### src/rtl/sonar_multi_hcsr04_if.sv
// Interface bundling the ranging engine's request, echo and result signals.
// The engine connects to the slave modport, and the host or sensor side
// connects to the master modport.
interface sonar_multi_hcsr04_if #(
    parameter int N_CH = 2
);
    logic                 medir;
    logic [N_CH-1:0]      echo;
    logic [N_CH-1:0]      trigger;
    logic [12*N_CH-1:0]   medida;
    logic [N_CH-1:0]      timeout;
    logic                 ocupado;
    logic                 pronto;

    modport master (
        output medir,
        output echo,
        input  trigger,
        input  medida,
        input  timeout,
        input  ocupado,
        input  pronto
    );

    modport slave (
        input  medir,
        input  echo,
        output trigger,
        output medida,
        output timeout,
        output ocupado,
        output pronto
    );
endinterface

### src/rtl/sonar_multi_hcsr04.sv
// Multi-channel HC-SR04 ranging engine.
// A rising edge of medir starts a sweep. Each channel is triggered in turn,
// never concurrently. The echo width is converted to centimetres, and
// channels that do not answer are flagged.
// Build option SONAR_BCD_EN: when it is defined, the cm counter and the
// medida slices are 3-digit BCD and saturate at 0x999. Otherwise they are
// 12-bit binary and saturate at 0xFFF.
//
// state      | meaning
// -----------+---------------------------------------------------------
// S_IDLE     | waiting for a medir rising edge
// S_TRIG     | trigger[ch] high for TRIG_CYC cycles
// S_WAIT_ECHO| trigger released, waiting for echo rise or timeout
// S_MEASURE  | echo high, counting centimetres
// S_STORE    | writing medida/timeout slice of ch
// S_NEXT     | advancing to the next channel or finishing
// S_DONE     | pronto pulse, back to idle
module sonar_multi_hcsr04 #(
    parameter int N_CH    = 2,
    parameter int CLK_HZ  = 50_000_000,
    parameter int TRIG_US = 10,
    parameter int CM_CYC  = 2941,
    parameter int TMO_CYC = 1_500_000
) (
    input logic                 clock,
    input logic                 reset,
    sonar_multi_hcsr04_if.slave bus
);
    localparam int TRIG_CYC = CLK_HZ / 1_000_000 * TRIG_US;
    localparam int MAX_CYC  = (TRIG_CYC > TMO_CYC) ? TRIG_CYC : TMO_CYC;
    localparam int TMR_W    = $clog2(MAX_CYC + 1);
    localparam int SUB_W    = (CM_CYC > 1) ? $clog2(CM_CYC) : 1;
    localparam int CH_W     = (N_CH > 1) ? $clog2(N_CH) : 1;

`ifdef SONAR_BCD_EN
    localparam logic [11:0] CM_SAT = 12'h999;
`else
    localparam logic [11:0] CM_SAT = 12'hFFF;
`endif

    // The cycle that detects the echo is itself an echo-high cycle. The
    // sub-counter therefore starts with that cycle already counted, so that
    // the measured width equals the pin width.
    localparam logic [11:0]      CM_ENTRY  = (CM_CYC > 1) ? 12'd0 : 12'd1;
    localparam logic [SUB_W-1:0] SUB_ENTRY = SUB_W'((CM_CYC > 1) ? 1 : 0);

    typedef enum logic [2:0] {
        S_IDLE,
        S_TRIG,
        S_WAIT_ECHO,
        S_MEASURE,
        S_STORE,
        S_NEXT,
        S_DONE
    } state_t;

    // Input conditioning registers.
    logic              medir_s_q, medir_s_d;
    logic              medir_p_q, medir_p_d;
    logic [N_CH-1:0]   echo_m_q, echo_m_d;
    logic [N_CH-1:0]   echo_s_q, echo_s_d;

    // FSM state and registered outputs.
    state_t            state_q, state_d;
    logic [CH_W-1:0]   ch_q, ch_d;
    logic [TMR_W-1:0]  tmr_q, tmr_d;
    logic [SUB_W-1:0]  sub_q, sub_d;
    logic [11:0]       cm_q, cm_d;
    logic              tmo_hit_q, tmo_hit_d;
    logic [N_CH-1:0]   trigger_q, trigger_d;
    logic [12*N_CH-1:0] medida_q, medida_d;
    logic [N_CH-1:0]   timeout_q, timeout_d;
    logic              ocupado_q, ocupado_d;
    logic              pronto_q, pronto_d;

    logic              medir_rise;
    logic              echo_sel;
    logic              tmr_tc;
    logic [CH_W-1:0]   ch_inc;

    // Saturating increment of the cm counter, in binary or BCD.
    function automatic logic [11:0] cm_inc(input logic [11:0] v);
        logic [11:0] r;
        r = v;
        if (v != CM_SAT) begin
`ifdef SONAR_BCD_EN
            if (v[3:0] != 4'd9) begin
                r[3:0] = v[3:0] + 4'd1;
            end else begin
                r[3:0] = 4'd0;
                if (v[7:4] != 4'd9) begin
                    r[7:4] = v[7:4] + 4'd1;
                end else begin
                    r[7:4]  = 4'd0;
                    r[11:8] = v[11:8] + 4'd1;
                end
            end
`else
            r = v + 12'd1;
`endif
        end
        return r;
    endfunction

    // Next values of the medir edge register and the echo synchronisers.
    always_comb begin
        medir_s_d = bus.medir;
        medir_p_d = medir_s_q;
        echo_m_d  = bus.echo;
        echo_s_d  = echo_m_q;
    end

    // Input registers. While reset is active the previous medir value is
    // forced high. A medir level that is already high across reset is
    // therefore not taken as a start edge.
    always_ff @(posedge clock) begin
        if (reset) begin
            medir_s_q <= medir_s_d;
            medir_p_q <= 1'b1;
            echo_m_q  <= '0;
            echo_s_q  <= '0;
        end else begin
            medir_s_q <= medir_s_d;
            medir_p_q <= medir_p_d;
            echo_m_q  <= echo_m_d;
            echo_s_q  <= echo_s_d;
        end
    end

    // Sweep sequencing: next state, counters and output registers.
    always_comb begin
        medir_rise = medir_s_q & ~medir_p_q;
        tmr_tc     = (tmr_q == '0);
        ch_inc     = ch_q + 1'b1;

        echo_sel = 1'b0;
        for (int k = 0; k < N_CH; k++) begin
            if (ch_q == CH_W'(k)) echo_sel = echo_s_q[k];
        end

        state_d   = state_q;
        ch_d      = ch_q;
        tmr_d     = tmr_q;
        sub_d     = sub_q;
        cm_d      = cm_q;
        tmo_hit_d = tmo_hit_q;
        trigger_d = trigger_q;
        medida_d  = medida_q;
        timeout_d = timeout_q;
        ocupado_d = ocupado_q;
        pronto_d  = 1'b0;

        case (state_q)
            S_IDLE: begin
                if (medir_rise) begin
                    state_d   = S_TRIG;
                    ch_d      = '0;
                    tmr_d     = TMR_W'(TRIG_CYC - 1);
                    trigger_d = '0;
                    trigger_d[0] = 1'b1;
                    ocupado_d = 1'b1;
                end
            end
            S_TRIG: begin
                if (tmr_tc) begin
                    state_d   = S_WAIT_ECHO;
                    trigger_d = '0;
                    tmr_d     = TMR_W'(TMO_CYC - 1);
                    tmo_hit_d = 1'b0;
                end else begin
                    tmr_d = tmr_q - 1'b1;
                end
            end
            S_WAIT_ECHO: begin
                if (tmr_tc) begin
                    state_d   = S_STORE;
                    tmo_hit_d = 1'b1;
                end else begin
                    tmr_d = tmr_q - 1'b1;
                    if (echo_sel) begin
                        state_d = S_MEASURE;
                        cm_d    = CM_ENTRY;
                        sub_d   = SUB_ENTRY;
                    end
                end
            end
            S_MEASURE: begin
                if (tmr_tc) begin
                    state_d   = S_STORE;
                    tmo_hit_d = 1'b1;
                end else begin
                    tmr_d = tmr_q - 1'b1;
                    if (!echo_sel) begin
                        state_d = S_STORE;
                    end else if (sub_q == SUB_W'(CM_CYC - 1)) begin
                        sub_d = '0;
                        cm_d  = cm_inc(cm_q);
                    end else begin
                        sub_d = sub_q + 1'b1;
                    end
                end
            end
            S_STORE: begin
                state_d = S_NEXT;
                for (int k = 0; k < N_CH; k++) begin
                    if (ch_q == CH_W'(k)) begin
                        medida_d[12*k +: 12] = tmo_hit_q ? CM_SAT : cm_q;
                        timeout_d[k]         = tmo_hit_q;
                    end
                end
            end
            S_NEXT: begin
                if (ch_q == CH_W'(N_CH - 1)) begin
                    state_d   = S_DONE;
                    pronto_d  = 1'b1;
                    ocupado_d = 1'b0;
                end else begin
                    state_d   = S_TRIG;
                    ch_d      = ch_inc;
                    tmr_d     = TMR_W'(TRIG_CYC - 1);
                    trigger_d = '0;
                    for (int k = 0; k < N_CH; k++) begin
                        if (ch_inc == CH_W'(k)) trigger_d[k] = 1'b1;
                    end
                end
            end
            S_DONE: begin
                state_d = S_IDLE;
            end
            default: begin
                state_d = S_IDLE;
            end
        endcase
    end

    // FSM register bank. Reset clears every output in the same cycle.
    always_ff @(posedge clock) begin
        if (reset) begin
            state_q   <= S_IDLE;
            ch_q      <= '0;
            tmr_q     <= '0;
            sub_q     <= '0;
            cm_q      <= '0;
            tmo_hit_q <= 1'b0;
            trigger_q <= '0;
            medida_q  <= '0;
            timeout_q <= '0;
            ocupado_q <= 1'b0;
            pronto_q  <= 1'b0;
        end else begin
            state_q   <= state_d;
            ch_q      <= ch_d;
            tmr_q     <= tmr_d;
            sub_q     <= sub_d;
            cm_q      <= cm_d;
            tmo_hit_q <= tmo_hit_d;
            trigger_q <= trigger_d;
            medida_q  <= medida_d;
            timeout_q <= timeout_d;
            ocupado_q <= ocupado_d;
            pronto_q  <= pronto_d;
        end
    end

    assign bus.trigger = trigger_q;
    assign bus.medida  = medida_q;
    assign bus.timeout = timeout_q;
    assign bus.ocupado = ocupado_q;
    assign bus.pronto  = pronto_q;
endmodule
### src/flat_wrapper.sv
// flat-port wrapper written by rule: the top's interface ports become plain ports
module sonar_multi_hcsr04_flat 
#(
    parameter int N_CH    = 2,
    parameter int CLK_HZ  = 50_000_000,
    parameter int TRIG_US = 10,
    parameter int CM_CYC  = 2941,
    parameter int TMO_CYC = 1_500_000
)
  (clock, reset, bus_medir, bus_echo, bus_trigger, bus_medida, bus_timeout, bus_ocupado, bus_pronto);
  sonar_multi_hcsr04_if #(.N_CH(N_CH)) bus_i ();
  input logic clock;
  input logic reset;
  input wire logic [$bits(bus_i.medir)-1:0] bus_medir;
  input wire logic [$bits(bus_i.echo)-1:0] bus_echo;
  output wire logic [$bits(bus_i.trigger)-1:0] bus_trigger;
  output wire logic [$bits(bus_i.medida)-1:0] bus_medida;
  output wire logic [$bits(bus_i.timeout)-1:0] bus_timeout;
  output wire logic [$bits(bus_i.ocupado)-1:0] bus_ocupado;
  output wire logic [$bits(bus_i.pronto)-1:0] bus_pronto;
  assign bus_i.medir = bus_medir;
  assign bus_i.echo = bus_echo;
  assign bus_trigger = bus_i.trigger;
  assign bus_medida = bus_i.medida;
  assign bus_timeout = bus_i.timeout;
  assign bus_ocupado = bus_i.ocupado;
  assign bus_pronto = bus_i.pronto;
  sonar_multi_hcsr04 #(.N_CH(N_CH), .CLK_HZ(CLK_HZ), .TRIG_US(TRIG_US), .CM_CYC(CM_CYC), .TMO_CYC(TMO_CYC)) u_core (.clock(clock), .reset(reset), .bus(bus_i));
endmodule
### config.mk
export PLATFORM = sky130hd
export DESIGN_NAME = sonar_multi_hcsr04_flat
export DESIGN_NICKNAME = d
export VERILOG_FILES = /design/src/rtl/sonar_multi_hcsr04_if.sv /design/src/rtl/sonar_multi_hcsr04.sv /design/src/flat_wrapper.sv
export SDC_FILE = /design/constraint.sdc
export NUM_CORES = 1
export LEC_CHECK = 0
export ABC_AREA = 1
export ABC_CLOCK_PERIOD_IN_PS = 4000
export BUFFER_PORTS_ARGS = -buffer_cell sky130_fd_sc_hd__clkbuf_2
export CAP_MARGIN = 20
export CORE_MARGIN = 2
export CORE_UTILIZATION = 40
export DETAILED_ROUTE_END_ITERATION = 8
export GPL_ROUTABILITY_DRIVEN = 0
export GPL_TIMING_DRIVEN = 0
export PLACE_DENSITY = 0.57
export SETUP_SLACK_MARGIN = 0.2
export SLEW_MARGIN = 20
export SYNTH_ARGS = -nofsm -noshare
export SYNTH_HDL_FRONTEND = slang
export SYNTH_SLANG_ARGS = --single-unit
### constraint.sdc
create_clock -name clock -period 4 [get_ports clock]
set_input_delay 0.4 -clock clock [delete_from_list [all_inputs] [get_ports clock]]
set_output_delay 0.4 -clock clock [all_outputs]
set_load 0.1 [all_outputs]
==> metrics.yaml <==
status: "complete, but fails checks"
failed_checks: "DRC"
grt_setup_unrepaired: "false"
post-cts-setup-buffers: 0
fin_crit_sh: 0.469
overflow: 0
design.die.area_mm2: 0.0128
grt.total_usage: 0.202
antenna_found_initial: 0
cts_buffers: 9
cp_slowest_cell: "o21ai_1"
first_pass_iters: 7
grt_pass1_wl_um: 20800
n_antenna_cell: 0
cts_sinks: 86
tritoncts: "done"
path_class: "reg2reg"
power.density_mw_per_mm2: 586
vias_per_cell: 5.14
fin_setup_tns_ps: 0
cts_resized: 0
skew_ps: 6.22
cp-end-kind: "register"
p_total_w: 0.00317
finalNetCount: 734
cp_top_family: "simple AND/OR/NAND/NOR gates"
setup_viol: 0
post-route-util: 0.470
clkLatencyLatePin_ps: 340
dp_hpwl_um: 9170
peakVddDrop_uv: 246
cp-start-kind: "register"
grt_max_degree: 15
grt_pass1_vias: 4304
via_count: 4485
rows: 39
drt-total-wl_um: 12300
netlist_instances: 680
htree_num_levels: 3
drive_gt1_frac: 0.188
max_slew_margin: 0.535
synth_area_mm2: 0.00475
clock.fmax_mhz: 533
leakage_nw: 2.21
avgSynthCellArea_um2: 6.98
final_common_cell: "nand2_1"
final_antenna_net_count: 0
start_util: 0.412
clockRootBuffer: "clkbuf_16"
wl_per_cell_um: 14.1
drv_slew: 0
clk_pin_slew_ps: 60
drt_iter0_markers: 338
hp-class: "in2reg"
hold_buffers: 0
worst_pin_slew_ps: 698
post-route-min-period_ps: 1870
cp_cell_sequence: "inv_1 > ha_1 > inv_1 > nor2_1 > nand3_2 > nand2_2 > inv_4 > o21ai_1 > nor2_1"
ys_warn_count: 0
syn_to_final_growth_pct: 14.1
required_ps: 4210
synth_fp_nets: 690
cp.buffers_inverters: 3
cpPeakStageDelay_ps: 440
die_y_um: 113
cts_max_path_buffers: 2
maxCapViolations: 0
path_max_fanout: 7
ios: 35
final_cell_mix: "nand2_1 (151), dfxtp_1 (86), nor2_1 (69)"
yosysUniqueCellTypes: 45
critPathArrivalTime_ps: 2080
fp.dieW_um: 113
ys_seq_area_frac: 0.363
numPortBuffers: 33
synth-seq-cells: 86
coreArea_mm2: 0.0115
hold_violations: 0
drc: 3
## power by group
group / total [W] / internal [W] / switching (W)
logic: 0.00125 / 0.000403 / 0.000846
clock network: 0.000923 / 0.000565 / 0.000358
registers: 0.00100 / 0.000931 / 0.0000720
## metal layers
| layer | global-route usage | wire (µm) |
|---|---|---|
| met5 | 0 | 0 |
| met1 | 0.269 | 5760 |
| met2 | 0.340 | 5900 |
| met4 | 0.0520 | 164 |
| met3 | 0.0375 | 458 |
## cell usage after synthesis (all sizes together)
cell type / n / area share
nand3: 69 / 0.077
nor2: 89 / 0.094
nor3b: 2 / 0.0042
clkinv: 1 / 0.00079
nor4: 1 / 0.0013
nor3: 22 / 0.026
xor2: 9 / 0.017
a22oi: 1 / 0.0016
o21bai: 2 / 0.0032
or2: 5 / 0.0066
a21oi: 70 / 0.082
nand3b: 4 / 0.0063
ha: 5 / 0.013
nand2: 172 / 0.15
inv: 75 / 0.060
clkbuf: 11 / 0.013
dfxtp: 86 / 0.36
nand4: 14 / 0.022
a211oi: 1 / 0.0016
buf: 13 / 0.022
xnor2: 2 / 0.0037
o21ai: 25 / 0.027
and3: 1 / 0.0016
## kinds of logic after synthesis
group,after synthesis,synth area share
AOI/OAI and AO/OA,99,0.115
and+or+nand+nor,379,0.393
adders and majority gates,5,0.0132
DFF,86,0.363
xor gates and xnor gates,11,0.0203
buffers and inverters,100,0.0957
## sequential cells by signal (all words and copies together) (netlist names), 3 cells and up
name,flops
u_core.tmr_q,21
u_core.sub_q,12
u_core.bus.medida,24
u_core.cm_q,12
u_core.state_q,3
## cell type report
cell class | instances | area, µm²
Fill cell | 1184 | 6100
Multi-Input combinational cell | 494 | 2570
Sequential cell | 86 | 1720
Inverter | 76 | 290
Clock buffer | 11 | 243
Tap cell | 143 | 179
Timing Repair Buffer | 33 | 165
Buffer | 24 | 164
Clock inverter | 5 | 82.6
## worst paths after layout
| kind | to | slack [ps] | depth (start not counted) | from |
|---|---|---|---|---|
| worst max-delay path | u_core.sub_q[5] | 2130 | 9 | u_core.sub_q[0] |
| worst min-delay path | u_core.medir_p_d | 170 | 1 | bus_medir |
| worst max register to register | u_core.sub_q[5] | 2130 | 9 | u_core.sub_q[0] |
| worst min register to register | u_core.echo_s_q[1] | 410 | 2 | u_core.echo_m_q[1] |
## per-stage QoR
stage	instance area, µm²	instances	hold WS [ps]	setup WS [ps]
after floorplan	4750	680	388	2410
after global placement	5090	856	404	2140
after detailed placement	5090	856	414	2130
after CTS	5420	872	159	2110
after global routing	5420	872	157	1920
final	5420	872	166	2130
Power figures use the tool's default switching activity.
